==> config.mk <==
export PLATFORM = sky130hd
export DESIGN_NAME = acq_stream_sequencer
export DESIGN_NICKNAME = d
export VERILOG_FILES = /design/src/rtl/acq_seq_pkg.sv /design/src/rtl/sat_counter.sv /design/src/rtl/acq_stream_sequencer.sv
export SDC_FILE = /design/constraint.sdc
export NUM_CORES = 1
export LEC_CHECK = 0
export CAP_MARGIN = 20
export CORE_UTILIZATION = 40
export CTS_BUF_LIST = sky130_fd_sc_hd__clkbuf_4 sky130_fd_sc_hd__clkbuf_8
export CTS_CLUSTER_SIZE = 16
export DETAILED_ROUTE_END_ITERATION = 16
export PLACE_DENSITY = 0.7
export SLEW_MARGIN = 5
export SYNTH_ARGS = -nofsm -noshare
export SYNTH_HDL_FRONTEND = slang
export SYNTH_SLANG_ARGS = --single-unit
export TNS_END_PERCENT = 20
==> constraint.sdc <==
create_clock -name data_clk -period 2.6 [get_ports data_clk]
set_input_delay 0.52 -clock data_clk [delete_from_list [all_inputs] [get_ports data_clk]]
set_output_delay 0.52 -clock data_clk [all_outputs]
set_load 0.05 [all_outputs]
==> src/rtl/acq_seq_pkg.sv <==
// Shared definitions for the acquisition stream sequencer: FSM encoding,
// default geometry and a width helper.
package acq_seq_pkg;

  typedef enum logic [2:0] {
    ST_IDLE        = 3'd0,
    ST_ARM         = 3'd1,
    ST_WAIT_SAMPLE = 3'd2,
    ST_BURST       = 3'd3,
    ST_FINAL_WAIT  = 3'd4
  } state_t;

  localparam int DEF_WORDS_PER_SAMPLE = 16;
  localparam int DEF_PKT_WORDS        = 16384;
  localparam int DEF_CNT_W            = 32;
  localparam int DEF_DROP_W           = 16;

  // Index width for a count of n items, never narrower than one bit.
  function automatic int idx_width(input int n);
    return (n <= 2) ? 1 : $clog2(n);
  endfunction

endpackage

==> src/rtl/sat_counter.sv <==
// Saturating up-counter with synchronous clear and async active-low reset.
module sat_counter #(
  parameter int W = 16
) (
  input  logic         clk,
  input  logic         rstn,
  input  logic         inc,
  input  logic         clr,
  output logic [W-1:0] q
);

  localparam logic [W-1:0] Q_MAX = {W{1'b1}};

  always_ff @(posedge clk or negedge rstn) begin
    if (!rstn) begin
      q <= '0;
    end else if (clr) begin
      q <= '0;
    end else if (inc && (q != Q_MAX)) begin
      q <= q + W'(1);
    end
  end

endmodule

==> src/rtl/acq_stream_sequencer.sv <==
// Turns ADC sample strobes into fixed-size AXIS bursts framed into DMA
// packets, gated on FIFO drain at arm time and counting dropped samples.
module acq_stream_sequencer
  import acq_seq_pkg::*;
#(
  parameter int WORDS_PER_SAMPLE = DEF_WORDS_PER_SAMPLE,
  parameter int PKT_WORDS        = DEF_PKT_WORDS,
  parameter int CNT_W            = DEF_CNT_W,
  parameter int DROP_W           = DEF_DROP_W
) (
  input  logic                                data_clk,
  input  logic                                user_rstn,
  input  logic                                dma_ena,
  input  logic                                new_sample,
  input  logic                                fifo_prog_empty,
  input  logic                                fifo_prog_full,
  input  logic                                m_tready,
  output logic                                m_tvalid,
  output logic                                m_tlast,
  output logic [$clog2(WORDS_PER_SAMPLE)-1:0] chan_sel,
  output logic                                busy,
  output logic [CNT_W-1:0]                    sample_cnt,
  output logic [CNT_W-1:0]                    pkt_cnt,
  output logic [DROP_W-1:0]                   drop_cnt,
  output logic                                overrun
);

  localparam int SEL_W  = $clog2(WORDS_PER_SAMPLE);
  localparam int WORD_W = idx_width(PKT_WORDS);
  localparam logic [SEL_W-1:0]  SEL_LAST  = SEL_W'(WORDS_PER_SAMPLE - 1);
  localparam logic [WORD_W-1:0] WORD_LAST = WORD_W'(PKT_WORDS - 1);

  // Handshake: a beat transfers on a cycle where m_tvalid and m_tready are
  // both high; m_tvalid and chan_sel never change while waiting for m_tready.

  state_t            state;
  state_t            state_nxt;
  logic [WORD_W-1:0] pkt_word;
  logic [WORD_W-1:0] pkt_word_inc;
  logic              final_burst;
  logic              beat;
  logic              last_beat;
  logic              accept;
  logic              drop;
  logic              arm_clr;

  // Event decode, all from registered state and synchronous inputs.
  always_comb begin
    beat         = (state == ST_BURST) && m_tready;
    last_beat    = beat && (chan_sel == SEL_LAST);
    pkt_word_inc = (pkt_word == WORD_LAST) ? '0 : pkt_word + WORD_W'(1);
    arm_clr      = (state == ST_IDLE) && dma_ena;
    accept       = new_sample &&
                   (((state == ST_WAIT_SAMPLE) && dma_ena && !fifo_prog_full) ||
                    (state == ST_FINAL_WAIT));
    drop         = new_sample &&
                   (((state == ST_WAIT_SAMPLE) && dma_ena && fifo_prog_full) ||
                    (state == ST_BURST));
  end

  always_ff @(posedge data_clk or negedge user_rstn) begin
    if (!user_rstn) begin
      state <= ST_IDLE;
    end else begin
      state <= state_nxt;
    end
  end

  always_comb begin
    state_nxt = state;
    case (state)
      ST_IDLE: begin
        if (dma_ena) state_nxt = ST_ARM;
      end
      ST_ARM: begin
        if (!dma_ena)            state_nxt = ST_IDLE;
        else if (fifo_prog_empty) state_nxt = ST_WAIT_SAMPLE;
      end
      ST_WAIT_SAMPLE: begin
        if (!dma_ena)    state_nxt = (pkt_word == '0) ? ST_IDLE : ST_FINAL_WAIT;
        else if (accept) state_nxt = ST_BURST;
      end
      ST_BURST: begin
        if (last_beat) begin
          if (final_burst)                          state_nxt = ST_IDLE;
          else if (!dma_ena && pkt_word_inc != '0)  state_nxt = ST_FINAL_WAIT;
          else                                      state_nxt = ST_WAIT_SAMPLE;
        end
      end
      ST_FINAL_WAIT: begin
        if (accept)       state_nxt = ST_BURST;
        else if (dma_ena) state_nxt = ST_WAIT_SAMPLE;
      end
      default: state_nxt = ST_IDLE;
    endcase
  end

  always_comb begin
    m_tvalid = (state == ST_BURST);
    m_tlast  = (state == ST_BURST) &&
               ((pkt_word == WORD_LAST) || (final_burst && (chan_sel == SEL_LAST)));
    busy     = (state != ST_IDLE);
  end

  // Beat position within the burst and the packet.
  always_ff @(posedge data_clk or negedge user_rstn) begin
    if (!user_rstn) begin
      chan_sel    <= '0;
      pkt_word    <= '0;
      final_burst <= 1'b0;
    end else if (arm_clr) begin
      chan_sel    <= '0;
      pkt_word    <= '0;
      final_burst <= 1'b0;
    end else if (accept) begin
      chan_sel    <= '0;
      final_burst <= (state == ST_FINAL_WAIT);
    end else if (beat) begin
      chan_sel <= chan_sel + SEL_W'(1);
      // A closing burst ends the packet even when it is short.
      pkt_word <= (last_beat && final_burst) ? '0 : pkt_word_inc;
    end
  end

  always_ff @(posedge data_clk or negedge user_rstn) begin
    if (!user_rstn) begin
      sample_cnt <= '0;
      pkt_cnt    <= '0;
      overrun    <= 1'b0;
    end else if (arm_clr) begin
      sample_cnt <= '0;
      pkt_cnt    <= '0;
      overrun    <= 1'b0;
    end else begin
      if (accept)          sample_cnt <= sample_cnt + CNT_W'(1);
      if (beat && m_tlast) pkt_cnt    <= pkt_cnt + CNT_W'(1);
      if (drop)            overrun    <= 1'b1;
    end
  end

  sat_counter #(
    .W (DROP_W)
  ) u_drop_cnt (
    .clk  (data_clk),
    .rstn (user_rstn),
    .inc  (drop),
    .clr  (arm_clr),
    .q    (drop_cnt)
  );

endmodule

After elaboration in Yosys (flattened, before gate mapping)
Cells that the tools add are included.
Operators by class
  add/sub/neg operators: 5
  eq/ne operators: 13
  muxes and demuxes: 30
  reductions and logical operators: 31
Operators by type and width (count)
  $mux 32: 4
  $mux 14: 5
  $add 32x1->32 const B: 2
  $mux 3: 11
  $mux 16: 2
  $add 16x1->16 const B: 1
  $ne 16x16->1 const B: 1
  $pmux 3 s5: 1
  $add 14x1->14 const B: 1
  $eq 14x14->1 const B: 1
  $logic_and 1x1->1: 14
  $logic_not 14->1: 1
  $reduce_bool 14->1: 1
  $mux 4: 3
  $reduce_bool 2->1: 5
  $ne 3x3->1 const B: 3
  $eq 3x2->1 const B: 2
  $reduce_bool 3->1: 2
  $reduce_and 5->1: 1
  $add 4x1->4 const B: 1
  $eq 4x4->1 const B: 1
  $mux 1: 4
  $ne 2x1->1 const B: 2
  $eq 3x1->1 const B: 1
  6 further kinds: 9
Storage, ports and cells
  register bits: 103
  bits of input ports: 7
  logic and storage cells: 87

Depth between registers and ports, before layout
Gate-level depths: netlist of run 1.
  depth after elaboration: 8
  depth in mapped cells: 8

Hierarchy
A second synthesis of run 1 with hierarchy kept.
Second synthesis, totals
  cells, all modules: 656
  area, all modules: 5876.9 um^2
Modules (own cells, without submodules)
  acq_stream_sequencer: times used 1, cells an instance 558, area each 4934.7 um^2, seq. area each 2177.1 um^2
  sat_counter: times used 1, cells an instance 98, area each 942.2 um^2, seq. area each 400.4 um^2

Least setup slack after synthesis of run 1
Ideal clock, no wire load.
  path type: register -> output
  start: register chan_sel[0]
  end: output port m_tlast
  data arrival time: 2.137 ns
  required time: 2.080 ns
  setup slack: -0.057 ns
  cell stages (with the launch flop): 6
  path through: dfrtp_1 -> ha_1 -> nand3_1 -> nor2_1 -> nor2_1 -> nor2_1
On the way
  cells in the longest elaborated chain, start to end: 4
Ends and longest elaborated chain
  start, declared: line acq_stream_sequencer.sv:20  | output logic [$clog2(WORDS_PER_SAMPLE)-1:0] chan_sel,
  start signal, assigned: line acq_stream_sequencer.sv:119  | chan_sel <= chan_sel + SEL_W'(1);
  $eq 4x4->1: line acq_stream_sequencer.sv:101  | ((pkt_word == WORD_LAST) || (final_burst && (chan_sel == SEL_LAST)));
  $logic_and 1x1->1: line acq_stream_sequencer.sv:101
  $logic_or 1x1->1: line acq_stream_sequencer.sv:101
  $logic_and 1x1->1: line acq_stream_sequencer.sv:100  | m_tlast = (state == ST_BURST) &&
  end, declared: line acq_stream_sequencer.sv:19  | output logic m_tlast,
Every way passes these cells.

Final worst setup path of run 1
  start: register pkt_word[0]
  end: output port m_tlast
On the way
  cells in the longest elaborated chain, start to end: 3
Ends and longest elaborated chain
  start, declared: line acq_stream_sequencer.sv:38  | logic [WORD_W-1:0] pkt_word;
  start signal, assigned: line acq_stream_sequencer.sv:121  | pkt_word <= (last_beat && final_burst) ? '0 : pkt_word_inc;
  $eq 14x14->1: line acq_stream_sequencer.sv:101
  $logic_or 1x1->1: line acq_stream_sequencer.sv:101
  $logic_and 1x1->1: line acq_stream_sequencer.sv:100
Every way passes these cells.

==> PnR_summary.wiki, run 1 <==
{| class="wikitable"
! Metric !! Value
|-
| Max_cap viols || 0
|-
| Root buffer cell || clkbuf_8
|-
| Post-synthesis cell count || 654
|-
| Die height || 123 µm
|-
| Gpl congestion || 0.885
|-
| Origin of the worst setup path || pkt_word[0]$_DFFE_PN0P_
|-
| Pin count of the biggest net entering global routing || 68
|-
| Highest attainable clock frequency || 0.398 GHz
|-
| Post-synthesis instance area || 0.00589 mm²
|-
| Area added between synthesis and finish || 25.6%
|-
| Most frequent cells in the layout || dfrtp_1, clkdlybuf4s50_1, nor2_1
|-
| Post-synthesis xor/xnor area fraction || 7.88%
|-
| Number of fill cells in the layout || 1,275
|-
| Adder-cell share of the synthesized area || 1.27%
|-
| Synthesized area divided by synthesized cell count || 9.00 µm²
|-
| Number of cells on the critical path || 6
|-
| Area of the core || 0.0141 mm²
|-
| Total number of vias || 5,429
|-
| Aggregate global routing overflow || 0
|-
| Via-per-instance ratio || 5.74
|-
| Depth of the worst register-to-register path || 6
|-
| Status || completed
|-
| Final setup TNS || 0 ns
|-
| WP data arrival || 1.99 ns
|-
| Worst-path clk slew || 0.10 ns
|-
| Routed wl met2 || 7.42 mm
|-
| Compound-cell area share of the yosys netlist || 16.2%
|-
| Synth cell types || 60
|-
| Starting Density || 41.8%
|-
| Wire length of the first global-routing pass || 25.8 mm
|-
| Detailed-route wire length || 15.4 mm
|-
| Setup repair after global routing missed its margin || yes
|-
| Maximum cell stage delay along the critical path || 0.42 ns
|-
| Number of port buffers || 94
|-
| Die Footprint || 0.0152 mm²
|-
| Drt drc || 0
|-
| Primary FF master, synth || dfrtp_1
|-
| Period utilization || 96.6%
|-
| Maximum fanout along the worst path || 6
|-
| Number of buffer and inverter instances along the worst setup path || 1
|-
| Synth Warn # || 0
|-
| Clock latency of the later-clocked register in the worst-skew pair || 0.39 ns
|-
| Dpl hpwl || 10.9 mm
|-
| Post-synthesis register bit count || 103
|-
| Clk_skew || 0.00702 ns
|-
| Cell chain of the critical path || ha_2, and4_4, and4_1, nor2_1, nor2_2, buf_12
|-
| Leakage power figure || 0.00294 µW
|-
| Dpl ws || -0.0286 ns
|-
| Top routing layer used || met4
|-
| Iteration-0 DRC count of the detailed router || 348
|-
| WL/cell || 16.3 µm
|-
| Cell type of the slowest stage on the worst timing path || dfrtp_2
|-
| Number of nets in the finished design || 773
|-
| Num Clock Sinks || 103
|-
| Element type at the critical path start || flop
|-
| CTS tree || yes
|-
| Critical R2R Capture || u_drop_cnt.q[1]$_DFFE_PN0P_
|-
| Synthesized-area fraction occupied by and/or/nand/nor cells || 25.5%
|-
| Setup-failing EPs final || 0
|-
| Met3 wire len || 835 µm
|-
| Total GRT Usage || 21.4%
|-
| Nature of the critical path endpoint || output port
|-
| Met1 wire length || 7.04 mm
|-
| Largest family of logic cells by synthesized area || simple AND/OR/NAND/NOR gates
|-
| Crit Reg-Reg Startpoint || u_drop_cnt.q[8]$_DFFE_PN0P_
|-
| Deepest level of the CTS H-tree || 3
|-
| Classification of the worst setup path || flop to output port
|-
| Ratio of cells with drive above 1 in the final layout || 9.54%
|-
| Tightest Pin Transition || 0.811 ns
|-
| Number of inserted diodes || 0
|-
| Portion of the post-synthesis area used by sequential elements || 43.8%
|-
| WP data required || 2.08 ns
|-
| Longest Clk Path Bufs || 2
|-
| Async set-or-reset flop fraction in the synthesized netlist || 100%
|-
| Power per unit of standard cell area || 519 mW/mm²
|-
| Tightest Hold Check Type || input port to async pin
|-
| Final min period || 2.51 ns
|-
| Multiplexer share of the synthesized area || 0.340%
|-
| Slack of the worst reg-to-reg path || 0.22 ns
|-
| Net count after synthesis || 667
|-
| Post-synth EDFFs || 0
|-
| Initial antenna violation count || 0
|-
| Drt first pass iters || 6
|-
| Slew headroom || 45.4%
|-
| VDD IR-drop max || 0.000411 V
|-
| Die Width || 123 µm
|-
| Antenna viol nets, final || 0
|-
| Number of placement rows || 43
|-
| Dominant delay contributor by cell family on the critical path || simple AND/OR/NAND/NOR gates
|-
| Most common cell after layout, fill and taps aside || dfrtp_1
|-
| Fin. max-slew vios || 0
|-
| Vias in the first global route || 5,326
|-
| Final critical-path setup slack || 0.0894 ns
|-
| Final number of hold-violating endpoints || 0
|-
| I/O Pins || 95
|-
| Number of buffers created by CTS || 9
|}
sequential cells by signal (all words and copies together) (netlist names):
name          flops
overrun           1
state             3
pkt_cnt          32
pkt_word         14
sample_cnt       32
final_burst       1
chan_sel          4
u_drop_cnt.q     16
cells by family (layout without fill, tap and decap cells):
logic type,after synthesis,after routing
simple gates,275,275
compound gates,150,150
flops,103,103
buf+inv,65,176
xor+xnor,53,53
fa+ha+maj,6,6
mux,2,2
synth_stat cells, drive strengths merged (17+ instances only):
cell type / count / area share (%)
nor4: 17 / 1.9
nand3: 28 / 2.4
o21ai: 42 / 3.6
xnor2: 38 / 5.7
dfrtp: 103 / 44
clkbuf: 20 / 1.3
nor2: 72 / 4.6
nand2: 47 / 3.0
a21oi: 41 / 3.5
inv: 28 / 1.8
nand4: 22 / 2.8
or3: 18 / 1.9
buf: 17 / 1.9
per-stage QoR:
step / cells / utilization, % / hold slack (ns) / cell area [µm²] / total power, µW
6_report: 945 / 52.5 / 0.510 / 7400 / 3840
5_1_grt: 945 / 52.5 / 0.496 / 7400 / 4060
4_1_cts: 944 / 52.4 / 0.503 / 7390 / 3880
3_5_place_dp: 927 / 50.9 / 0.379 / 7170 / 2810
3_3_place_gp: 927 / 50.9 / 0.380 / 7170 / 2790
2_1_floorplan: 654 / - / 0.224 / 5890 / 2420
routing by layer:
metal | vias up | GRT usage [%]
met5 | - | 0
met4 | 0 | 5.05
met3 | 12 | 5.95
met2 | 135 | 35.1
met1 | 2691 | 28.0
li1 | 2591 | -
final cells by class:
| class | instances | area [µm²] | share of cell area [%] |
|---|---|---|---|
| Inverter | 28 | 105 | 1.42 |
| Sequential cell | 103 | 2580 | 34.9 |
| Tap cell | 180 | 225 | 3.04 |
| Multi-Input combinational cell | 486 | 3030 | 40.9 |
| Timing Repair Buffer | 132 | 1260 | 17.0 |
| Clock inverter | 5 | 56.3 | 0.761 |
| Clock buffer | 11 | 145 | 1.96 |
power breakdown:
part | switching, µW | leakage [µW] | internal (µW)
Combinational | 710 | 0.00140 | 328
Sequential | 80.8 | 0.00143 | 1660
Clock | 582 | 0.000103 | 483
Total | 1370 | 0.00294 | 2470
worst max path at each step:
stage                                   end  slack, ns
finish                              m_tlast       0.09
global placement    pkt_cnt[18]$_DFFE_PN0P_       0.05
detailed placement  pkt_cnt[25]$_DFFE_PN0P_      -0.03
global route                        m_tlast     -0.009
floorplan                           m_tlast       0.16
CTS                                 m_tlast      0.002
repair_timing:
item	in CTS	in global routing
endpoints found under the setup margin	1	2
hold endpoints to repair	10	0
setup buffers	0	1
resized for setup	1	2
hold buffers	1	0
No activity file was read; power rests on OpenSTA's default activity.
==> run 2: changes to the inputs <==
Settings changed: CORE_ASPECT_RATIO set to 0.9.
==> run 2 against run 1 <==
  * Sequential share of layout area increased by 0.25 points
  * Worst setup slack improved by 0.049 ns
  * Cell count increased by 0.53%
  * Utilization decreased by 0.82 points
  * Worst hold slack got worse by 0.36 ns
  * Flip-flop and latch count unchanged
  * Register-to-register slack about the same
==> PnR_summary.wiki, run 2 (synthesized netlist as in run 1, its figures left out) <==
{| class="wikitable"
! Metric !! Value
|-
| Status || completed
|-
| Largest registers ranked by flip-flop count || pkt_cnt (32), sample_cnt (32), u_drop_cnt.q (16)
|-
| Post-route core utilization || 51.7% (-0.82 points)
|-
| Most common cell after layout, fill and taps aside || dfrtp_1
|-
| CTS tree || yes
|-
| Depth of the worst register-to-register path || 6 (unchanged)
|-
| Number of placement rows || 41 (-4.7%)
|-
| Die Width || 130 µm (+5.3%)
|-
| Tightest Hold Check Type || input port to async pin
|-
| Slack of the worst reg-to-reg path || 0.23 ns (about the same)
|-
| Antenna viol nets, final || 0 (unchanged)
|-
| Power per unit of standard cell area || 517 mW/mm² (-0.38%)
|-
| Setup repair after global routing missed its margin || no
|-
| Element type at the critical path start || flop
|-
| Area taken by flip-flops and latches || 0.00258 mm² (about the same)
|-
| Root buffer cell || clkbuf_8
|-
| Detailed-route wire length || 15.0 mm (-2.3%)
|-
| Worst hold slack || 0.153 ns (-0.357 ns)
|-
| Num Clock Sinks || 103 (unchanged)
|-
| WL/cell || 15.8 µm (-2.8%)
|-
| Tightest Pin Transition || 0.767 ns (-0.0433 ns)
|-
| Final min period || 2.46 ns (-0.0494 ns)
|-
| Multi-input combinational cell area || 0.00303 mm² (unchanged)
|-
| Worst-path clk slew || 0.10 ns (about the same)
|-
| Vias in the first global route || 5,163 (-3.1%)
|-
| Top routing layer used || met4
|-
| Highest attainable clock frequency || 0.406 GHz (+2.0%)
|-
| Most frequent cells in the layout || dfrtp_1, clkdlybuf4s50_1, nor2_1
|-
| Hold-fix buffer count after cts || 0 (-1)
|-
| Aggregate global routing overflow || 0 (unchanged)
|-
| Initial antenna violation count || 0 (unchanged)
|-
| Nature of the critical path endpoint || output port
|-
| Final setup TNS || 0 ns (unchanged)
|-
| Number of inserted diodes || 0 (unchanged)
|-
| Longest Clk Path Bufs || 2 (unchanged)
|-
| Area added between synthesis and finish || 24.7%
|-
| Met3 wire len || 756 µm (-9.5%)
|-
| Drt drc || 0 (unchanged)
|-
| Overall power || 3800 µW (-1.1%)
|-
| Area of the core || 0.0142 mm² (+0.81%)
|-
| WP data required || 2.08 ns (about the same)
|-
| Iteration-0 DRC count of the detailed router || 381 (+9.5%)
|-
| Number of port buffers || 94 (unchanged)
|-
| Slew headroom || 48.7% (+3.3 points)
|-
| Wire length of the first global-routing pass || 25.2 mm (-2.4%)
|-
| Leakage power figure || 0.00290 µW (-1.3%)
|-
| Setup-failing EPs final || 0 (unchanged)
|-
| Dpl hpwl || 10.5 mm (-3.7%)
|-
| Met1 wire length || 7.01 mm (-0.44%)
|-
| I/O Pins || 95 (unchanged)
|-
| Period utilization || 94.7% (-1.9 points)
|-
| VDD IR-drop max || 0.000408 V (-0.67%)
|-
| Number of buffers created by CTS || 9 (unchanged)
|-
| Fin. max-slew vios || 0 (unchanged)
|-
| Crit Reg-Reg Startpoint || pkt_word[0]$_DFFE_PN0P_
|-
| Pin count of the biggest net entering global routing || 104 (+53%)
|-
| Classification of the worst setup path || flop to output port
|-
| Maximum fanout along the worst path || 6 (unchanged)
|-
| Ratio of cells with drive above 1 in the final layout || 8.59% (-0.96 points)
|-
| Routed wl met2 || 7.08 mm (-4.6%)
|-
| Number of nets in the finished design || 765 (-1.0%)
|-
| Clk_skew || 0.0137 ns (+0.00663 ns)
|-
| Total number of vias || 5,392 (-0.68%)
|-
| Number of fill cells in the layout || 1,303 (+2.2%)
|-
| Total GRT Usage || 21.0% (-0.46 points)
|-
| Final number of hold-violating endpoints || 0 (unchanged)
|-
| Via-per-instance ratio || 5.68 (-1.2%)
|-
| Max_cap viols || 0 (unchanged)
|-
| WP data arrival || 1.94 ns (-0.05 ns)
|-
| Drt first pass iters || 4 (-2)
|-
| Die height || 117 µm (-5.0%)
|-
| Critical R2R Capture || pkt_cnt[31]$_DFFE_PN0P_
|-
| Die Footprint || 0.0152 mm² (about the same)
|-
| Deepest level of the CTS H-tree || 3 (unchanged)
|-
| Starting Density || 41.4% (-0.33 points)
|-
| Clock latency of the later-clocked register in the worst-skew pair || 0.39 ns (about the same)
|-
| Gpl congestion || 0.854 (-3.5%)
|}
-- run 2: cell types whose count changed in the layout (fill, tap and decap cells not counted) --
cell           delta
dlygate4sd3_1     -1
dfrtp_2           -1
clkinv_4          +1
buf_4             -7
inv_6             -1
clkinv_2          +1
clkbuf_8          -1
dfrtp_1           +1
-- run 2: worst max-delay path, stage by stage (launching register included) --
cell	delay (ns)
dfrtp_1	0.45
ha_2	0.26
and4_4	0.26
and4_1	0.21
nor2_1	0.08
nor2_2	0.14
buf_12	0.15
-- run 2: routing by layer --
| metal | GRT usage [%] | up-vias |
|---|---|---|
| li1 | - | 2578 |
| met1 | 28.0 | 2658 |
| met2 | 34.3 | 143 |
| met3 | 4.18 | 13 |
| met4 | 6.90 | 0 |
| met5 | 0 | - |
-- run 2: worst max-delay path by stage --
stage,start,end,slack [ns],depth (start not counted)
final,pkt_word[0]$_DFFE_PN0P_,m_tlast,0.14,6
after global routing,pkt_word[0]$_DFFE_PN0P_,m_tlast,0.03,6
after detailed placement,m_tready,pkt_cnt[31]$_DFFE_PN0P_,-0.09,6
after CTS,state[1]$_DFFE_PN0P_,busy,0.03,2
after global placement,m_tready,pkt_cnt[31]$_DFFE_PN0P_,-0.04,6
after floorplan,chan_sel[0]$_DFFE_PN0P_,m_tlast,0.16,5
-- run 2: repair_timing --
action,in CTS,in global routing
resized for setup,0,2
endpoints found under the setup margin,0,2
setup buffers,0,0
-- run 2: power by group --
part	total, µW	switching, µW	internal, µW
logic	1030	716	316
registers	1740	81.2	1650
clock network	1030	576	453
total	3800	1370	2420
-- run 2: layout make-up --
type,count,area share [%]
sequential,103,35.1
multi-input combinational,486,41.2
clock inverter,6,0.835
inverter,28,1.43
clock buffer,10,1.79
tap,193,3.29
timing repair buffer,124,16.3
-- run 2: metrics by stage --
stage | cell area, µm² | setup slack (ns) | std cells
after global routing | 7340 | 0.0298 | 950
after floorplan | 5890 | 0.163 | 654
after global placement | 7140 | -0.0436 | 934
after CTS | 7340 | 0.0293 | 950
after detailed placement | 7140 | -0.0904 | 934
final | 7340 | 0.139 | 950
==> run 3: changes to the inputs <==
Settings changed: CORE_MARGIN set to 2.
==> run 3 against run 2 <==
  * Non-clock buffer count up 8
  * Register-to-register slack about the same
  * Die area up 3.3%
  * Utilization down 0.40 points
  * Worst setup slack better by 0.0091 ns
  * Routed wire length up 3.5%
  * Sequential share of layout area down 0.57 points
  * Count of clock-buffer cells in the layout unchanged
  * Fmax up 0.37%
  * Worst hold slack better by 0.36 ns
  * Flip-flop and latch count unchanged
  * Clock skew up 0.0067 ns
  * Critical path type unchanged
  * Highest routed layer unchanged
==> PnR_summary.wiki, run 3 (synthesized netlist as in run 1, its figures left out) <==
{| class="wikitable"
! Metric !! Value
|-
| Status || completed
|-
| Vias in the first global route || 5,359 (+3.8%)
|-
| Depth of the worst register-to-register path || 6 (unchanged)
|-
| Layout Cell Area excl Fill || 0.00746 mm² (+1.7%)
|-
| Detailed-route wire length || 15.6 mm (+3.5%)
|-
| Final min period || 2.45 ns (-0.00906 ns)
|-
| Highest attainable clock frequency || 0.408 GHz (+0.37%)
|-
| Leakage power figure || 0.00295 µW (+1.8%)
|-
| Total GRT Usage || 20.4% (-0.61 points)
|-
| Nature of the critical path endpoint || output port
|-
| Worst-path clk slew || 0.11 ns (about the same)
|-
| Number of inserted diodes || 0 (unchanged)
|-
| Drt first pass iters || 4 (unchanged)
|-
| Instance area at placement || 0.00719 mm² (+0.61%)
|-
| Setup-failing EPs final || 0 (unchanged)
|-
| Slew headroom || 48.8% (+0.13 points)
|-
| Final number of hold-violating endpoints || 0 (unchanged)
|-
| Ratio of cells with drive above 1 in the final layout || 9.54% (+0.96 points)
|-
| Number of cells on the worst hold path || 1
|-
| Deepest level of the CTS H-tree || 3 (unchanged)
|-
| Period utilization || 94.3% (-0.35 points)
|-
| Power per unit of standard cell area || 538 mW/mm² (+4.1%)
|-
| Clock latency of the later-clocked register in the worst-skew pair || 0.38 ns (about the same)
|-
| Number of placement rows || 42 (+2.4%)
|-
| Longest Clk Path Bufs || 2 (unchanged)
|-
| Most common cell after layout, fill and taps aside || dfrtp_1
|-
| Starting Density || 40.5% (-0.99 points)
|-
| Number of port buffers || 94 (unchanged)
|-
| Setup repair after global routing missed its margin || no
|-
| Aggregate global routing overflow || 0 (unchanged)
|-
| VDD IR-drop max || 0.000390 V (-4.5%)
|-
| Worst hold slack || 0.513 ns (+0.360 ns)
|-
| Gpl congestion || 0.858 (+0.41%)
|-
| Area of the core || 0.0146 mm² (+2.4%)
|-
| Fin. max-slew vios || 0 (unchanged)
|-
| Maximum fanout along the worst path || 7 (+1)
|-
| Tightest Pin Transition || 0.760 ns (-0.00714 ns)
|-
| Dpl hpwl || 11.2 mm (+6.3%)
|-
| Antenna viol nets, final || 0 (unchanged)
|-
| WP data required || 2.08 ns (about the same)
|-
| Largest registers ranked by flip-flop count || pkt_cnt (32), sample_cnt (32), u_drop_cnt.q (16)
|-
| Drt drc || 0 (unchanged)
|-
| Classification of the worst setup path || flop to output port
|-
| Max_cap viols || 0 (unchanged)
|-
| Root buffer cell || clkbuf_8
|-
| WP data arrival || 1.93 ns (about the same)
|-
| WL/cell || 16.2 µm (+2.1%)
|-
| Most frequent cells in the layout || dfrtp_1, clkdlybuf4s50_1, nor2_1
|-
| Die height || 119 µm (+1.7%)
|-
| Clk_skew || 0.0203 ns (+0.00665 ns)
|-
| Final setup TNS || 0 ns (unchanged)
|-
| Die Footprint || 0.0157 mm² (+3.3%)
|-
| Initial antenna violation count || 0 (unchanged)
|-
| Iteration-0 DRC count of the detailed router || 328 (-14%)
|-
| Number of fill cells in the layout || 1,356 (+4.1%)
|-
| Tightest Hold Check Type || flop to flop
|-
| Via-per-instance ratio || 5.66 (-0.34%)
|-
| CTS tree || yes
|-
| Number of nets in the finished design || 773 (+1.0%)
|-
| Total number of vias || 5,447 (+1.0%)
|-
| Number of buffers created by CTS || 9 (unchanged)
|-
| Die Width || 132 µm (+1.5%)
|-
| Area added between synthesis and finish || 26.8%
|-
| Wire length of the first global-routing pass || 26.4 mm (+4.7%)
|-
| Num Clock Sinks || 103 (unchanged)
|-
| I/O Pins || 95 (unchanged)
|-
| Pin count of the biggest net entering global routing || 61 (-41%)
|-
| Post-route core utilization || 51.3% (-0.40 points)
|-
| Element type at the critical path start || flop
|-
| Slack of the worst reg-to-reg path || 0.23 ns (about the same)
|}
## run 3: timing repair
action | 4_1_cts | 5_1_grt
endpoints found under the hold margin | 7 | 0
resized for setup | 4 | 0
pin swaps | 0 | 0
hold buffers | 1 | 0
setup endpoints to repair | 2 | 1
cloned | 0 | 0
buffers inserted | 1 | 1
## run 3: per-layer routing
layer / up-vias / GRT usage (%) / part of all wire [%] / routed length, µm
li1: 2598 / - / - / -
met1: 2692 / 26.6 / 46 / 7100
met2: 140 / 33.6 / 48 / 7520
met3: 17 / 4.64 / 4.7 / 727
met4: 0 / 6.59 / 1.5 / 230
met5: - / 0 / 0 / 0
## run 3: area by class of cell
cell class                      instances  area, µm²  area share [%]
Timing Repair Buffer                  132       1260            16.8
Clock buffer                           10        131            1.76
Sequential cell                       103       2580            34.5
Tap cell                              198        248            3.32
Multi-Input combinational cell        486       3030            40.6
Clock inverter                          6        115            1.54
Inverter                               28        105            1.41
## run 3: where the power goes
group	total (µW)	leakage [µW]	internal [µW]	switching [µW]
sequential	1730	0.00144	1650	78.4
clock	1230	0.000121	657	576
combinational	1050	0.00139	334	718
## run 3: worst max-delay path, stage by stage (launching register included)
cell,delay (ns)
dfrtp_1,0.38
ha_2,0.25
and4_4,0.26
and4_4,0.29
nor2_1,0.08
nor2_2,0.14
buf_12,0.15
## run 3: final timing paths
kind,startpoint,end
min,u_drop_cnt.q[6]$_DFFE_PN0P_,u_drop_cnt.q[6]$_DFFE_PN0P_
min in group asynchronous,user_rstn,pkt_cnt[6]$_DFFE_PN0P_
max in group asynchronous,user_rstn,sample_cnt[9]$_DFFE_PN0P_
max,pkt_word[1]$_DFFE_PN0P_,m_tlast
min reg2reg,u_drop_cnt.q[6]$_DFFE_PN0P_,u_drop_cnt.q[6]$_DFFE_PN0P_
max reg2reg,u_drop_cnt.q[8]$_DFFE_PN0P_,u_drop_cnt.q[1]$_DFFE_PN0P_
## run 3: through the flow
step | worst slack (ns) | std cells | power [µW]
2_1_floorplan | 0.163 | 654 | 2420
3_3_place_gp | -0.0406 | 944 | 2790
3_5_place_dp | -0.133 | 944 | 2810
4_1_cts | 0.0551 | 962 | 4060
5_1_grt | 0.0423 | 963 | 4220
6_report | 0.148 | 963 | 4020
